`config.mk`:
```
export PLATFORM = sky130hd
export DESIGN_NAME = z80_stack_pop_seq
export DESIGN_NICKNAME = d
export VERILOG_FILES = /design/src/rtl/z80_stack_pop_seq.sv
export SDC_FILE = /design/constraint.sdc
export NUM_CORES = 1
export LEC_CHECK = 0
export CAP_MARGIN = 20
export CORE_UTILIZATION = 44
export DETAILED_ROUTE_END_ITERATION = 6
export PLACE_DENSITY = 0.78
export SYNTH_ARGS = -nofsm -noshare
export SYNTH_HDL_FRONTEND = slang
export SYNTH_SLANG_ARGS = --single-unit
```
`constraint.sdc`:
```
create_clock -name clk -period 2.35 [get_ports clk]
set_input_delay 0.5875 -clock clk [delete_from_list [all_inputs] [get_ports clk]]
set_output_delay 0.5875 -clock clk [all_outputs]
set_load 0.01 [all_outputs]
```
`src/rtl/z80_stack_pop_seq.sv`:
```
// z80_stack_pop_seq
//   Runs the two memory-read M-cycles of a 16-bit stack pop (M3 reads the low
//   byte at SP, M4 reads the high byte at SP+1). T-states are counted from 1 to
//   TRD, and the WAIT_T T-state repeats while bus_wait_n is low. At the end the
//   block issues a single write-back pulse carrying the assembled word, the
//   destination code and SP+2. It also reports per-M-cycle T-state totals for
//   the trace port.
// Ports
//   clk, reset_n           clock (one T-state per rising edge), async active-low reset
//   start                  1-cycle request from the decoder (ignored while busy)
//   dst_sel, sp_in         destination code and SP, latched on accepted start
//   bus_wait_n, bus_rdata  memory wait request and read data
//   busy, bus_rd, bus_addr sequence status and read bus
//   mcycle_type, tstate    trace: cycle type code and current T-state (0 idle)
//   done, wb_dst, wb_data, sp_out   write-back pulse and its payload
//   tcyc_m3, tcyc_m4       T-states spent in M3/M4 including waits, saturating
module z80_stack_pop_seq #(
  parameter int unsigned TRD            = 3,
  parameter int unsigned WAIT_T         = 2,
  parameter logic [2:0]  CYCLE_NONE     = 3'd0,
  parameter logic [2:0]  CYCLE_RDWR_MEM = 3'd1
) (
  input  logic        clk,
  input  logic        reset_n,
  input  logic        start,
  input  logic [2:0]  dst_sel,
  input  logic [15:0] sp_in,
  input  logic        bus_wait_n,
  input  logic [7:0]  bus_rdata,
  output logic        busy,
  output logic        bus_rd,
  output logic [15:0] bus_addr,
  output logic [2:0]  mcycle_type,
  output logic [2:0]  tstate,
  output logic        done,
  output logic [2:0]  wb_dst,
  output logic [15:0] wb_data,
  output logic [15:0] sp_out,
  output logic [3:0]  tcyc_m3,
  output logic [3:0]  tcyc_m4
);

  localparam logic [2:0] TRD_T  = 3'(TRD);
  localparam logic [2:0] WAIT_S = 3'(WAIT_T);

  typedef enum logic [1:0] {
    S_IDLE,
    S_RD_LO,
    S_RD_HI,
    S_DONE
  } state_e;

  state_e      state_q,   state_d;
  logic [2:0]  tstate_q,  tstate_d;
  logic [15:0] sp_lat_q,  sp_lat_d;
  logic [2:0]  dst_lat_q, dst_lat_d;
  logic [7:0]  lo_q,      lo_d;
  logic [2:0]  wb_dst_q,  wb_dst_d;
  logic [15:0] wb_data_q, wb_data_d;
  logic [15:0] sp_out_q,  sp_out_d;
  logic [3:0]  tcyc_m3_q, tcyc_m3_d;
  logic [3:0]  tcyc_m4_q, tcyc_m4_d;

  logic        reading;
  logic        in_wait;

  assign reading = (state_q == S_RD_LO) || (state_q == S_RD_HI);
  // The wait check takes priority over the end-of-cycle check so that a Tw
  // still repeats even when WAIT_T coincides with the last T-state.
  assign in_wait = (tstate_q == WAIT_S) && !bus_wait_n;

  always_comb begin
    state_d   = state_q;
    tstate_d  = tstate_q;
    sp_lat_d  = sp_lat_q;
    dst_lat_d = dst_lat_q;
    lo_d      = lo_q;
    wb_dst_d  = wb_dst_q;
    wb_data_d = wb_data_q;
    sp_out_d  = sp_out_q;
    tcyc_m3_d = tcyc_m3_q;
    tcyc_m4_d = tcyc_m4_q;

    case (state_q)
      S_IDLE: begin
        if (start) begin
          sp_lat_d  = sp_in;
          dst_lat_d = dst_sel;
          tcyc_m3_d = '0;
          tcyc_m4_d = '0;
          tstate_d  = 3'd1;
          state_d   = S_RD_LO;
        end
      end

      S_RD_LO, S_RD_HI: begin
        if (state_q == S_RD_LO) begin
          if (tcyc_m3_q != '1) tcyc_m3_d = tcyc_m3_q + 4'd1;
        end else begin
          if (tcyc_m4_q != '1) tcyc_m4_d = tcyc_m4_q + 4'd1;
        end

        if (in_wait) begin
          tstate_d = tstate_q;
        end else if (tstate_q == TRD_T) begin
          if (state_q == S_RD_LO) begin
            lo_d     = bus_rdata;
            tstate_d = 3'd1;
            state_d  = S_RD_HI;
          end else begin
            wb_data_d = {bus_rdata, lo_q};
            wb_dst_d  = dst_lat_q;
            sp_out_d  = sp_lat_q + 16'd2;
            tstate_d  = '0;
            state_d   = S_DONE;
          end
        end else begin
          tstate_d = tstate_q + 3'd1;
        end
      end

      S_DONE: begin
        tstate_d = '0;
        state_d  = S_IDLE;
      end

      default: begin
        tstate_d = '0;
        state_d  = S_IDLE;
      end
    endcase
  end

  always_ff @(posedge clk or negedge reset_n) begin
    if (!reset_n) begin
      state_q   <= S_IDLE;
      tstate_q  <= '0;
      sp_lat_q  <= '0;
      dst_lat_q <= '0;
      lo_q      <= '0;
      wb_dst_q  <= '0;
      wb_data_q <= '0;
      sp_out_q  <= '0;
      tcyc_m3_q <= '0;
      tcyc_m4_q <= '0;
    end else begin
      state_q   <= state_d;
      tstate_q  <= tstate_d;
      sp_lat_q  <= sp_lat_d;
      dst_lat_q <= dst_lat_d;
      lo_q      <= lo_d;
      wb_dst_q  <= wb_dst_d;
      wb_data_q <= wb_data_d;
      sp_out_q  <= sp_out_d;
      tcyc_m3_q <= tcyc_m3_d;
      tcyc_m4_q <= tcyc_m4_d;
    end
  end

  always_comb begin
    busy        = (state_q != S_IDLE);
    bus_rd      = reading;
    mcycle_type = reading ? CYCLE_RDWR_MEM : CYCLE_NONE;
    done        = (state_q == S_DONE);
    bus_addr    = '0;
    if (state_q == S_RD_LO) bus_addr = sp_lat_q;
    if (state_q == S_RD_HI) bus_addr = sp_lat_q + 16'd1;
  end

  assign tstate  = tstate_q;
  assign wb_dst  = wb_dst_q;
  assign wb_data = wb_data_q;
  assign sp_out  = sp_out_q;
  assign tcyc_m3 = tcyc_m3_q;
  assign tcyc_m4 = tcyc_m4_q;

endmodule

```
==> impl_results.md <==
- Endpoints failing hold: 0
- Non-Filler Instances: 629
- Unrepaired setup endpoints after global routing: true
- H-Tree Depth: 3
- CP arrival: 2.11 ns
- Die area: 0.00905 mm2
- Initial Util: 46.0%
- Worst Hold Class: in2async
- Lkg Pwr: 2.52 nW
- Grt ovf: 0
- Largest net degree at the start of global routing: 48
- Dpl hpwl: 6740 um
- Fin. max-slew vios: 0
- Worst skew pair latency: around 0.35 ns
- PD cells: 1440 mW/mm2
- Chip Width: 95.1 um
- Worst-margin pin slew: 0.537 ns
- Final min period: 2.70 ns
- Inst Count DP: 600
- Cell with the most instances after synthesis: nand2_1
- Share of cells above drive strength 1: 30.2%
- Post-route cell area: 0.00563 mm2
- Critical Path Most Common Cell: buf_6
- ANT nets after route: 0
- Syn avg cell area: 10.0 um2
- YS warnings: 0
- Post-DP Area: 0.00514 mm2
- Post-synth top area share: 49.2%
- GP Congestion: ~0.84
- Fill count: 620
- TritonCTS Sinks: 75
- Maximum vdd drop: roughly 920 uV
- Netlist cell types: 54
- # IOs: 99
- Routed WL: 10200 um
- Synth area leaders: dfrtp_1 (49%), nand2_1 (9.2%), mux2_2 (9.2%), ha_1 (3.6%), xnor2_1 (2.1%)
- WS Path Type: reg2out
- Synth Flop Type: dfrtp_1
- EDFF count, synth: 0
- CTS tree: done
- Initial DRC count: 123
- Area Overhead vs Synth: 47.5%
- Overall power: 8.10 mW
- Clk root buf: clkbuf_8
- Yosys reg bits: 75
- Core Area: 0.00830 mm2
- CTS max path bufs: 2
- Asr flop ratio synth: 100%
- Routed via count: 3360
- Sequential share of the synthesized area: between 40% and 50%
- Clock Skews: 0.0139 ns
- Cells after Synth: 380
- Status: complete, but fails checks
- Crit path launch type: flop
- Row cnt: 33
- PortBufs: 96
- Setup_tns: -2.13 ns
- Dpl ws: -0.429 ns
- Endpoint class of the critical path: output pin
- CP Data Required Time: 1.76 ns
- Number of diodes: 0
- Via density: 5.34
- 1st-pass router iterations: 4
- Cell area after synthesis: 0.00381 mm2
- Routed len/inst: about 16 um
- Top cells by count, synth: nand2_1 (94), dfrtp_1 (75), mux2_2 (31)
- Fin nets: 561
- Period utilization: 115%
- Initial antenna violation count: 0
- CP cell instances: buf_6 > ha_4 > nand2_1 > or2_4 > buf_6 > o211ai_1 > o31ai_2 > buf_2
- Final setup fails: 10
- Violated checks: negative setup slack
- Crit-path slowest cell: dfrtp_1
- Slew headroom: 64.2%
- Clock transition at the registers of the reported paths: 0.08 ns
- Vias in the first global route: ~3.3k
- Post-route DRC violation count: 0
- Final Worst Setup Slack: -0.347 ns
- Total Routing Usage GR: between 20% and 30%
- Leading area contributor after synthesis: dfrtp_1
- Worst Path Max Fanout: 6
- Slowest cell delay on critical path: 0.38 ns
- First-pass GRT wire length: 15700 um
- CTS buffer count: 9
- Chip Height: 95.1 um
- Post-CTS Hold Buffers: 0
- Max-cap violations: 0
- Fmax: approximately 0.37 GHz
worst paths after layout:
check	startpoint	slack, ns	end	depth (start not counted)
min in group clk	dst_lat_q[2]	0.46	wb_dst[2]	2
min reg2reg	dst_lat_q[2]	0.46	wb_dst[2]	2
max	state_q[1]	-0.35	bus_addr[10]	8
max in group asynchronous	reset_n	1.55	wb_data[3]	2
min	reset_n	0.22	sp_lat_q[13]	1
max reg2reg	state_q[1]	0.23	tcyc_m4[0]	8
report_power, final:
group	switching [mW]	total, mW	internal, mW	leakage (nW)
logic	2.24	4.63	2.39	1.50
registers	0.458	2.36	1.90	0.912
clock network	0.510	1.12	0.607	0.114
placed cells by master (no fill, tap or decap), types with 10 or more instances in the layout:
cell type and instances:
nand2_1 92, buf_2 13, dfrtp_1 75, o21ai_1 18, buf_6 10, mux2_2 31
buf_4 43, clkdlybuf4s50_1 76
routing by layer:
metal  routed length (um)  GRT usage (%)
met1                 4290           28.1
met4                  367           12.6
met3                  491           4.78
met5                    0              0
met2                 5000           36.4
what timing repair did:
| action | 4_1_cts | 5_1_grt |
|---|---|---|
| gates cloned | 1 | 0 |
| setup endpoints to repair | 19 | 16 |
| resized for setup | 89 | 36 |
| pin swaps | 8 | 10 |
| buffers inserted | 9 | 4 |
area by class of cell:
type | instances | area (um2) | share of cell area (%)
Clock buffer | 9 | 124 | 2.20
Inverter | 8 | 30.0 | 0.534
Tap cell | 105 | 131 | 2.33
Clock inverter | 7 | 100 | 1.78
Timing Repair Buffer | 149 | 1340 | 23.8
Multi-Input combinational cell | 276 | 2030 | 36.0
Sequential cell | 75 | 1880 | 33.3
metrics by stage:
step	util [%]	hold slack, ns
CTS	66.5	0.225
floorplan	-	0.292
finish	67.8	0.223
global placement	61.9	0.441
global route	67.8	0.242
detailed placement	61.9	0.449
sequential cells by signal, summed over array words and instances, names as in the netlist:
name / cells
sp_lat_q: 16
tcyc_m4: 4
wb_data: 16
dst_lat_q: 3
state_q: 2
sp_out: 16
lo_q: 8
wb_dst: 3
tstate: 3
tcyc_m3: 4
logic make-up (layout without fill, tap and decap cells):
logic type      after synthesis  count (layout)  synth area share (%)
compound gates               57              57                  10.1
xor+xnor                     12              12                  2.76
fa+ha+maj                    11              11                  3.61
buf+inv                      31             173                  3.74
flops                        75              75                  49.2
mux                          37              37                  10.7
other cells                   1               2                0.0983
simple gates                156             157                  19.8
worst max-delay path, delay by kind of cell (launching register included):
family	cells	cell delay, ns
buffers and inverters	3	0.40
flip-flops	1	0.38
AO/OA/AOI/OAI	2	0.43
AND/OR/NAND/NOR	2	0.38
adder cells (fa/ha/maj)	1	0.16
(Power assumes the default switching activity.)
